File: src/rtl/net_engine_pkg.sv
`default_nettype none
// ============================================================================
// Module      : net_engine_pkg
// Description : Shared constants and helpers for the net_engine window path.
//               KERNEL_DIM/WIN_ELEMS describe the 3x3 neighbourhood, win_idx()
//               maps (row, column) to the flat window element index and
//               cnt_width() sizes the row/column position counters.
// Revision    : 1.0 - initial release
// ============================================================================
package net_engine_pkg;

  localparam int KERNEL_DIM = 3;
  localparam int WIN_ELEMS  = KERNEL_DIM * KERNEL_DIM;

  // Flat element index of window position (r, c); r=0 oldest row, c=0 oldest column.
  function automatic int win_idx(input int r, input int c);
    return r * KERNEL_DIM + c;
  endfunction

  // Bits needed to count 0..n-1 (never less than one bit).
  function automatic int cnt_width(input int n);
    return (n <= 2) ? 1 : $clog2(n);
  endfunction

endpackage
`default_nettype wire

File: src/rtl/net_engine_line_buf.sv
`default_nettype none
// ============================================================================
// Module      : net_engine_line_buf
// Description : One image row of pixel storage. Single access per cycle,
//               read-then-write: rdata is a combinational read of addr, and
//               a write on the same address lands at the clock edge, so the
//               same cycle still observes the previous contents.
// Ports       : s00_axis_aclk - clock
//               we            - write enable
//               addr          - column address (read and write)
//               wdata         - data written at addr when we=1
//               rdata         - current contents at addr
// Revision    : 1.0 - initial release
// ============================================================================
module net_engine_line_buf #(
  parameter int DATA_WIDTH = 32,
  parameter int DEPTH      = 28,
  parameter int ADDR_WIDTH = 5
) (
  input  logic                  s00_axis_aclk,
  input  logic                  we,
  input  logic [ADDR_WIDTH-1:0] addr,
  input  logic [DATA_WIDTH-1:0] wdata,
  output logic [DATA_WIDTH-1:0] rdata
);

  // No reset: contents are always written before they are read back.
  logic [DATA_WIDTH-1:0] r_mem [DEPTH];

  assign rdata = r_mem[addr];

  always_ff @(posedge s00_axis_aclk) begin
    if (we) begin
      r_mem[addr] <= wdata;
    end
  end

endmodule
`default_nettype wire

File: src/rtl/net_engine_win_gen.sv
`default_nettype none
// ============================================================================
// Module      : net_engine_win_gen
// Description : Sliding 3x3 window generator. Consumes a row-major pixel
//               stream and emits one full neighbourhood per accepted pixel
//               once two rows and two columns are buffered (valid windows
//               only, no padding). Two line buffers hold the previous rows.
// Ports       : s00_axis_aclk    - clock
//               s00_axis_aresetn - asynchronous active-low reset
//               s_axis_tdata/tvalid/tlast/tready - pixel input stream
//               win_data/win_valid/win_last/win_ready - window output stream
//               busy             - a frame is partially received
//               frame_err        - (NET_ENGINE_WIN_FRAME_CHECK_EN only) sticky
//                                  tlast/position disagreement flag
// Options     : NET_ENGINE_WIN_FRAME_CHECK_EN - enables tlast checking and
//               resynchronisation of the position counters on early tlast.
// Revision    : 1.0 - initial release
// ============================================================================
module net_engine_win_gen
  import net_engine_pkg::*;
#(
  parameter int DATA_WIDTH = 32,
  parameter int IMG_WIDTH  = 28,
  parameter int IMG_HEIGHT = 28
) (
  input  logic                          s00_axis_aclk,
  input  logic                          s00_axis_aresetn,
  input  logic [DATA_WIDTH-1:0]         s_axis_tdata,
  input  logic                          s_axis_tvalid,
  input  logic                          s_axis_tlast,
  output logic                          s_axis_tready,
  output logic [WIN_ELEMS*DATA_WIDTH-1:0] win_data,
  output logic                          win_valid,
  output logic                          win_last,
  input  logic                          win_ready,
`ifdef NET_ENGINE_WIN_FRAME_CHECK_EN
  output logic                          frame_err,
`endif
  output logic                          busy
);

  localparam int c_COL_W = cnt_width(IMG_WIDTH);
  localparam int c_ROW_W = cnt_width(IMG_HEIGHT);
  localparam logic [c_COL_W-1:0] c_COL_LAST = c_COL_W'(IMG_WIDTH - 1);
  localparam logic [c_ROW_W-1:0] c_ROW_LAST = c_ROW_W'(IMG_HEIGHT - 1);
  localparam logic [c_COL_W-1:0] c_COL_TWO  = c_COL_W'(2);
  localparam logic [c_ROW_W-1:0] c_ROW_TWO  = c_ROW_W'(2);

  logic [c_COL_W-1:0]    r_col;
  logic [c_ROW_W-1:0]    r_row;
  logic                  r_in_en;
  logic                  r_valid;
  logic                  r_last;
  logic [DATA_WIDTH-1:0] r_win [WIN_ELEMS];
  logic [DATA_WIDTH-1:0] w_lb0_rd;
  logic [DATA_WIDTH-1:0] w_lb1_rd;
  logic                  w_accept;
  logic                  w_last_pos;
  logic                  w_resync;

  // r_in_en keeps tready low through reset and the edge that releases it.
  assign s_axis_tready = r_in_en && (!r_valid || win_ready);
  assign w_accept      = s_axis_tvalid && s_axis_tready;
  assign w_last_pos    = (r_row == c_ROW_LAST) && (r_col == c_COL_LAST);
  assign busy          = (r_row != '0) || (r_col != '0);
  assign win_valid     = r_valid;
  assign win_last      = r_last;

  // lb0 holds the previous row, lb1 the row before that.
  net_engine_line_buf #(
    .DATA_WIDTH (DATA_WIDTH),
    .DEPTH      (IMG_WIDTH),
    .ADDR_WIDTH (c_COL_W)
  ) u_lb0 (
    .s00_axis_aclk (s00_axis_aclk),
    .we            (w_accept),
    .addr          (r_col),
    .wdata         (s_axis_tdata),
    .rdata         (w_lb0_rd)
  );

  net_engine_line_buf #(
    .DATA_WIDTH (DATA_WIDTH),
    .DEPTH      (IMG_WIDTH),
    .ADDR_WIDTH (c_COL_W)
  ) u_lb1 (
    .s00_axis_aclk (s00_axis_aclk),
    .we            (w_accept),
    .addr          (r_col),
    .wdata         (w_lb0_rd),
    .rdata         (w_lb1_rd)
  );

`ifdef NET_ENGINE_WIN_FRAME_CHECK_EN
  // An early tlast restarts the position counters after that beat.
  assign w_resync = s_axis_tlast && !w_last_pos;

  always_ff @(posedge s00_axis_aclk or negedge s00_axis_aresetn) begin
    if (!s00_axis_aresetn) begin
      frame_err <= 1'b0;
    end else if (w_accept && (s_axis_tlast != w_last_pos)) begin
      frame_err <= 1'b1;
    end
  end
`else
  // Frame position comes from the counters alone; tlast is not used.
  logic w_unused_tlast;
  assign w_unused_tlast = s_axis_tlast;
  assign w_resync       = 1'b0;
`endif

  always_ff @(posedge s00_axis_aclk or negedge s00_axis_aresetn) begin
    if (!s00_axis_aresetn) begin
      r_in_en <= 1'b0;
      r_col   <= '0;
      r_row   <= '0;
    end else begin
      r_in_en <= 1'b1;
      if (w_accept) begin
        if (w_last_pos || w_resync) begin
          r_col <= '0;
          r_row <= '0;
        end else if (r_col == c_COL_LAST) begin
          r_col <= '0;
          r_row <= r_row + 1'b1;
        end else begin
          r_col <= r_col + 1'b1;
        end
      end
    end
  end

  // Columns crossing a row boundary hold stale data, but col<2 never
  // raises win_valid so they are not exposed.
  always_ff @(posedge s00_axis_aclk or negedge s00_axis_aresetn) begin
    if (!s00_axis_aresetn) begin
      r_valid <= 1'b0;
      r_last  <= 1'b0;
      for (int i = 0; i < WIN_ELEMS; i++) begin
        r_win[i] <= '0;
      end
    end else if (w_accept) begin
      for (int r = 0; r < KERNEL_DIM; r++) begin
        for (int c = 0; c < KERNEL_DIM - 1; c++) begin
          r_win[win_idx(r, c)] <= r_win[win_idx(r, c + 1)];
        end
      end
      r_win[win_idx(0, 2)] <= w_lb1_rd;
      r_win[win_idx(1, 2)] <= w_lb0_rd;
      r_win[win_idx(2, 2)] <= s_axis_tdata;
      r_valid <= (r_row >= c_ROW_TWO) && (r_col >= c_COL_TWO);
      r_last  <= w_last_pos;
    end else if (r_valid && win_ready) begin
      r_valid <= 1'b0;
      r_last  <= 1'b0;
    end
  end

  generate
    for (genvar i = 0; i < WIN_ELEMS; i++) begin : g_pack
      assign win_data[i*DATA_WIDTH +: DATA_WIDTH] = r_win[i];
    end
  endgenerate

endmodule
`default_nettype wire

File: config.mk
export PLATFORM = sky130hd
export DESIGN_NAME = net_engine_win_gen
export DESIGN_NICKNAME = d
export VERILOG_FILES = /design/src/rtl/net_engine_pkg.sv /design/src/rtl/net_engine_line_buf.sv /design/src/rtl/net_engine_win_gen.sv
export SDC_FILE = /design/constraint.sdc
export NUM_CORES = 2
export LEC_CHECK = 0
export CAP_MARGIN = 20
export CELL_PAD_IN_SITES_DETAIL_PLACEMENT = 0
export CELL_PAD_IN_SITES_GLOBAL_PLACEMENT = 1
export CORE_MARGIN = 2
export CORE_UTILIZATION = 30
export CTS_BUF_LIST = sky130_fd_sc_hd__clkbuf_8 sky130_fd_sc_hd__clkbuf_16
export DETAILED_ROUTE_END_ITERATION = 12
export GPL_ROUTABILITY_DRIVEN = 0
export GPL_TIMING_DRIVEN = 0
export PLACE_DENSITY_LB_ADDON = 0.05
export SLEW_MARGIN = 10
export SYNTH_ARGS = -nofsm -noshare
export SYNTH_HDL_FRONTEND = slang
export SYNTH_SLANG_ARGS = --single-unit
File: constraint.sdc
create_clock -name s00_axis_aclk -period 7.2 [get_ports s00_axis_aclk]
set_input_delay 1.8 -clock s00_axis_aclk [delete_from_list [all_inputs] [get_ports s00_axis_aclk]]
set_output_delay 1.8 -clock s00_axis_aclk [all_outputs]
set_load 0.1 [all_outputs]
Yosys cells after proc, flatten, opt, wreduce, memory -nomap -nowiden --
Memory sizes are Yosys's and may differ from the RTL's. A register that Yosys moved wholly into a read port is not among the register bits. Cells that the tools add are included.
Operators by class: add/sub/neg operators 2, order comparisons 2, equal/unequal tests 2, mux-type cells 9, reductions and logical operators 14
Operator list (count):
- 5-bit 2-to-1 mux | 4
- 5-bit by 1-bit adder with 5-bit output (second input constant) | 2
- 5-bit == test (second input constant) | 2
- 5-bit by 2-bit greater-or-equal comparator with 1-bit output (second input constant) | 2
- 5-bit nonzero test | 2
- 1-bit logical AND | 5
- 1-bit 2-to-1 mux | 5
- 2-bit nonzero test | 2
- 1-bit zero test | 2
- 1-bit logical OR | 2
- 2-bit AND reduction | 1
Word-level totals: register bits 269, bits in writable memories 1792, bits of input ports 37, output and inout bits 292, logic and storage cells 44, memories 2
Memories:
- u_lb0.r_mem | words 28, width 32, read ports 1, clocked after Yosys merged registers in 0, wr ports 1, RTL line net_engine_line_buf.sv:28 | logic [DATA_WIDTH-1:0] r_mem [DEPTH];
- u_lb1.r_mem | words 28, width 32, read ports 1, clocked after Yosys merged registers in 1, wr ports 1, RTL line net_engine_line_buf.sv:28

Longest topological paths before layout --
depth in word-level cells 6, depth in mapped cells 10, gate-level depth less buffers 6

Modules after synthesis --
A second synthesis with hierarchy kept.
Unflattened totals: cells, all modules 4046, area, all modules 81092.8 um^2
By module, submodules not included:
- net_engine_line_buf | instances 2, cells each 1682, area each 34398.0 um^2, seq. area each 26905.8 um^2
- net_engine_win_gen | instances 1, cells each 682, area each 12296.8 um^2, seq. area each 7532.2 um^2

Worst setup path after synthesis --
OpenSTA, ideal clock, no wires.
path kind input to register, from in win_ready, to mem u_lb0.r_mem[24][0], enable pin, setup time 0.565 ns, arrival time 7.259 ns, data required time 6.635 ns, slack -0.623 ns, stages 6, path buffers 2, cell sequence nand2b_1 -> and3_1 -> clkbuf_1 -> clkbuf_1 -> nand2_1 -> nor3_1
Between the ends: longest elaborated chain between the ends 5
RTL lines:
- from (decl) | RTL line net_engine_win_gen.sv:35 | input logic win_ready,
- 1-bit logical OR | RTL line net_engine_win_gen.sv:62 | assign s_axis_tready = r_in_en && (!r_valid || win_ready);
- 1-bit logical AND | RTL line net_engine_win_gen.sv:62
- 1-bit logical AND | RTL line net_engine_win_gen.sv:63 | assign w_accept = s_axis_tvalid && s_axis_tready;
- 1-bit 2-to-1 mux | RTL line net_engine_line_buf.sv:33 | if (we) begin
- 1-bit 2-to-1 mux (not written as such) | RTL line net_engine_line_buf.sv:34 | r_mem[addr] <= wdata;
- to (decl) | RTL line net_engine_line_buf.sv:28
Every way passes these cells.

Final worst setup path --
from reg r_col[1], to out busy
Between the ends: longest elaborated chain between the ends 2
RTL lines:
- from (decl) | RTL line net_engine_win_gen.sv:49 | logic [c_COL_W-1:0] r_col;
- from (signal assigned) | RTL line net_engine_win_gen.sv:127 | r_col <= r_col + 1'b1;
- 5-bit nonzero test | RTL line net_engine_win_gen.sv:65 | assign busy = (r_row != '0) || (r_col != '0);
- 1-bit logical OR | RTL line net_engine_win_gen.sv:65
- to (decl) | RTL line net_engine_win_gen.sv:39 | output logic busy
Every way passes these cells.

==> impl_metrics.yaml <==
critical_path:
  worstSetupPathDepth: 7
  path_cells: "buf_2, buf_2, inv_1, clkbuf_1, ha_1, nand4_1, clkdlybuf4s50_1"
  cp_common_cell: "buf_2"
  start_kind: "flop"
  critPathMaxFanout: 11
  cp_top_family: "buffers and inverters"
  endpoint_kind: "output port"
  crit_start: "r_col[1]$_DFFE_PN0P_"
  arrival_ps: 4900
  path_buf_inv: 5
  r2r_slack_ps: 2450
  reg2reg_depth: 11
  cp-endpoint: "busy"
  required_ps: 5400
  slowest_stage: "clkdlybuf4s50_1"
  crit_path_max_incr_delay_ps: 1260
  crit_type: "flop to output port"
  r2r_start: "r_col[1]$_DFFE_PN0P_"
  r2r_end: "u_lb0.r_mem[16][16]$_DFFE_PP_"
place:
  place_hpwl_mm: 205
  port_buffers: 327
  dp_slack_ps: 940
  dp_cells: 8369
sta:
  fin_crit_sh_pct: 93.0
  rsz0062_at_grt: "false"
  fin_worst_skew_ps: 30.3
  max_clock_freq_mhz: 149
  final.setup.tns_ps: 0
  fin_ws_ps: 504
  finalSetupViolations: 0
  tightest_slew_ps: 1130
  min_period_ps: 6700
  hold_violations: 0
  timing.slew.headroom_pct: 24.2
  final_max_slew_viol_count: 0
final_layout:
  syn_to_final_growth_pct: 24.6
  fin_util_pct: 37.6
  layout_common_cells: "edfxtp_1, nand2_1, mux2i_1"
  nNetsFinal: 5152
  post_route_cells_drive_above_1_share_pct: 19.6
  finalNonFillerCells: 8828
  final_common_cell: "edfxtp_1"
floorplan:
  die_x_um: 518
  ios: 329
  die_area_mm2: 0.268
  core_area_mm2: 0.263
  dieHeight_um: 518
  start_util_pct: 30.2
  rows: 188
global_route:
  grt_max_degree: 92
  grt_pass1_vias: 44300
  antenna_found_initial: 27
  grt.total_usage_pct: 21.4
  grt_pass1_wl_mm: 395
  overflow: 0
logic_synthesis:
  syn-cell-area_mm2: 0.0793
  ys_seq_elements: 2093
  synth_nets: 4390
  post_synth.cell_area_avg_um2: 18.3
  yosysSeqAreaShare_pct: 77.4
  ys_types: 56
  synth_largest_area_cell: "edfxtp_1"
  synth_top_area_share_pct: 67.9
  ys.warnings.count: 0
  synth_area_leaders: "edfxtp_1, dfrtp_1, mux4_2"
  synth-edff-count: 1792
  netlist_instances: 4345
  ys_async_sr_fraction_pct: 14.4
  synthFlopType: "edfxtp_1"
cts:
  clkLatencyLatePin_ps: 870
  tritoncts: "yes"
  clock_sinks: 2093
  clockBufferDepth: 3
  cts_hold_buffers: 0
  post_cts_buffers: 0
  ctsResizeCount: 0
  cts.reportedPaths.clkPinSlew_ps: 70
  root_buffer: "clkbuf_16"
  cts_buffers: 236
  htree_levels: 4
drt:
  drc: 0
  wl_per_cell_um: 33.0
  drt_iter0_drc: 4236
  vias: 43800
  vias_per_cell: 4.96
  drt-pass1-iter-count: 5
  wirelength_mm: 291
  final_antenna_net_count: 0
run:
  cap_violations: 0
pwr:
  p_leak_nw: 34.9
  p_total_mw: 47.8
  power_density_mw_per_mm2: 484
  ir_worst_vdd_mv: 0.404
run_status:
  status: "complete, no violations"
worst_hold_path:
  hold_class: "flop to flop"
==> layer usage <==
layer  up-vias  wire, µm  track usage (%)
met1     23500    130000             29.7
met3       311     16600             3.84
met5         -        55                0
met4         8      5100             3.92
met2      1396    140000             35.4
li1      18600         -                -
==> worst reg2reg max path: stages (launching register included) <==
cell and delay [ps]:
dfrtp_1 470, buf_2 260, buf_2 360, inv_1 270, clkbuf_1 850, ha_1 380
nand2_1 410, nor2_4 530, buf_12 240, buf_12 200, buf_16 210, buf_12 210
==> power breakdown <==
part	internal (mW)	switching, mW
Combinational	5.19	14.1
Sequential	16.1	0.793
Clock	6.58	5.02
Total	27.9	19.9
==> sequential cells by signal, summed over array words and instances, names as in the netlist <==
register / flops
r_col: 5
r_in_en: 1
r_row: 5
u_lb0.r_mem: 896
u_lb1.r_mem: 896
win_data: 288
win_last: 1
win_valid: 1
==> per-stage QoR <==
stage	area, µm²	hold WS (ps)
global placement	87000	458
finish	98800	470
global route	98800	492
CTS	98500	477
detailed placement	91100	461
floorplan	79300	562
==> synthesized netlist by cell type, types with 25 or more instances <==
master,instances
dfrtp_1,301
nor2_1,70
nand2_1,761
a22oi_1,86
edfxtp_1,1792
mux2_2,33
o22ai_1,149
buf_4,25
nand3_1,51
buf_2,79
mux4_2,257
clkbuf_1,98
mux2i_1,382
==> area by class of cell <==
| type | instances | area, µm² |
|---|---|---|
| clock buffers | 257 | 6230 |
| well taps | 3515 | 4400 |
| diodes | 3 | 7.51 |
| fillers | 24400 | 164000 |
| inverters | 5 | 18.8 |
| plain buffers | 232 | 1280 |
| repair buffers | 524 | 7230 |
| flip-flops and latches | 2093 | 61300 |
| clock inverters | 184 | 1200 |
| multi-input cells | 2015 | 17100 |
==> worst min-delay path by stage <==
| stage | from | to | slack, ps | depth (start not counted) |
|---|---|---|---|---|
| floorplan | r_row[3]$_DFFE_PN0P_ | r_row[3]$_DFFE_PN0P_ | 560 | 1 |
| global placement | win_data[7]$_DFFE_PN0P_ | win_data[7]$_DFFE_PN0P_ | 460 | 2 |
| detailed placement | win_data[217]$_DFFE_PN0P_ | win_data[217]$_DFFE_PN0P_ | 460 | 2 |
| CTS | win_data[7]$_DFFE_PN0P_ | win_data[7]$_DFFE_PN0P_ | 480 | 2 |
| global route | win_data[1]$_DFFE_PN0P_ | win_data[1]$_DFFE_PN0P_ | 490 | 2 |
| finish | win_data[24]$_DFFE_PN0P_ | win_data[24]$_DFFE_PN0P_ | 470 | 2 |
==> cell families after synthesis <==
logic type	Yosys count	synth area share [%]
adders and majority gates	8	0.126
xor gates and xnor gates	3	0.0331
AOI/OAI and AO/OA	368	3.28
buffers and inverters	237	1.60
and+or+nand+nor	957	4.90
muxes	678	12.7
DFF	2093	77.4
other	1	0.00473
(Power assumes the default switching activity.)
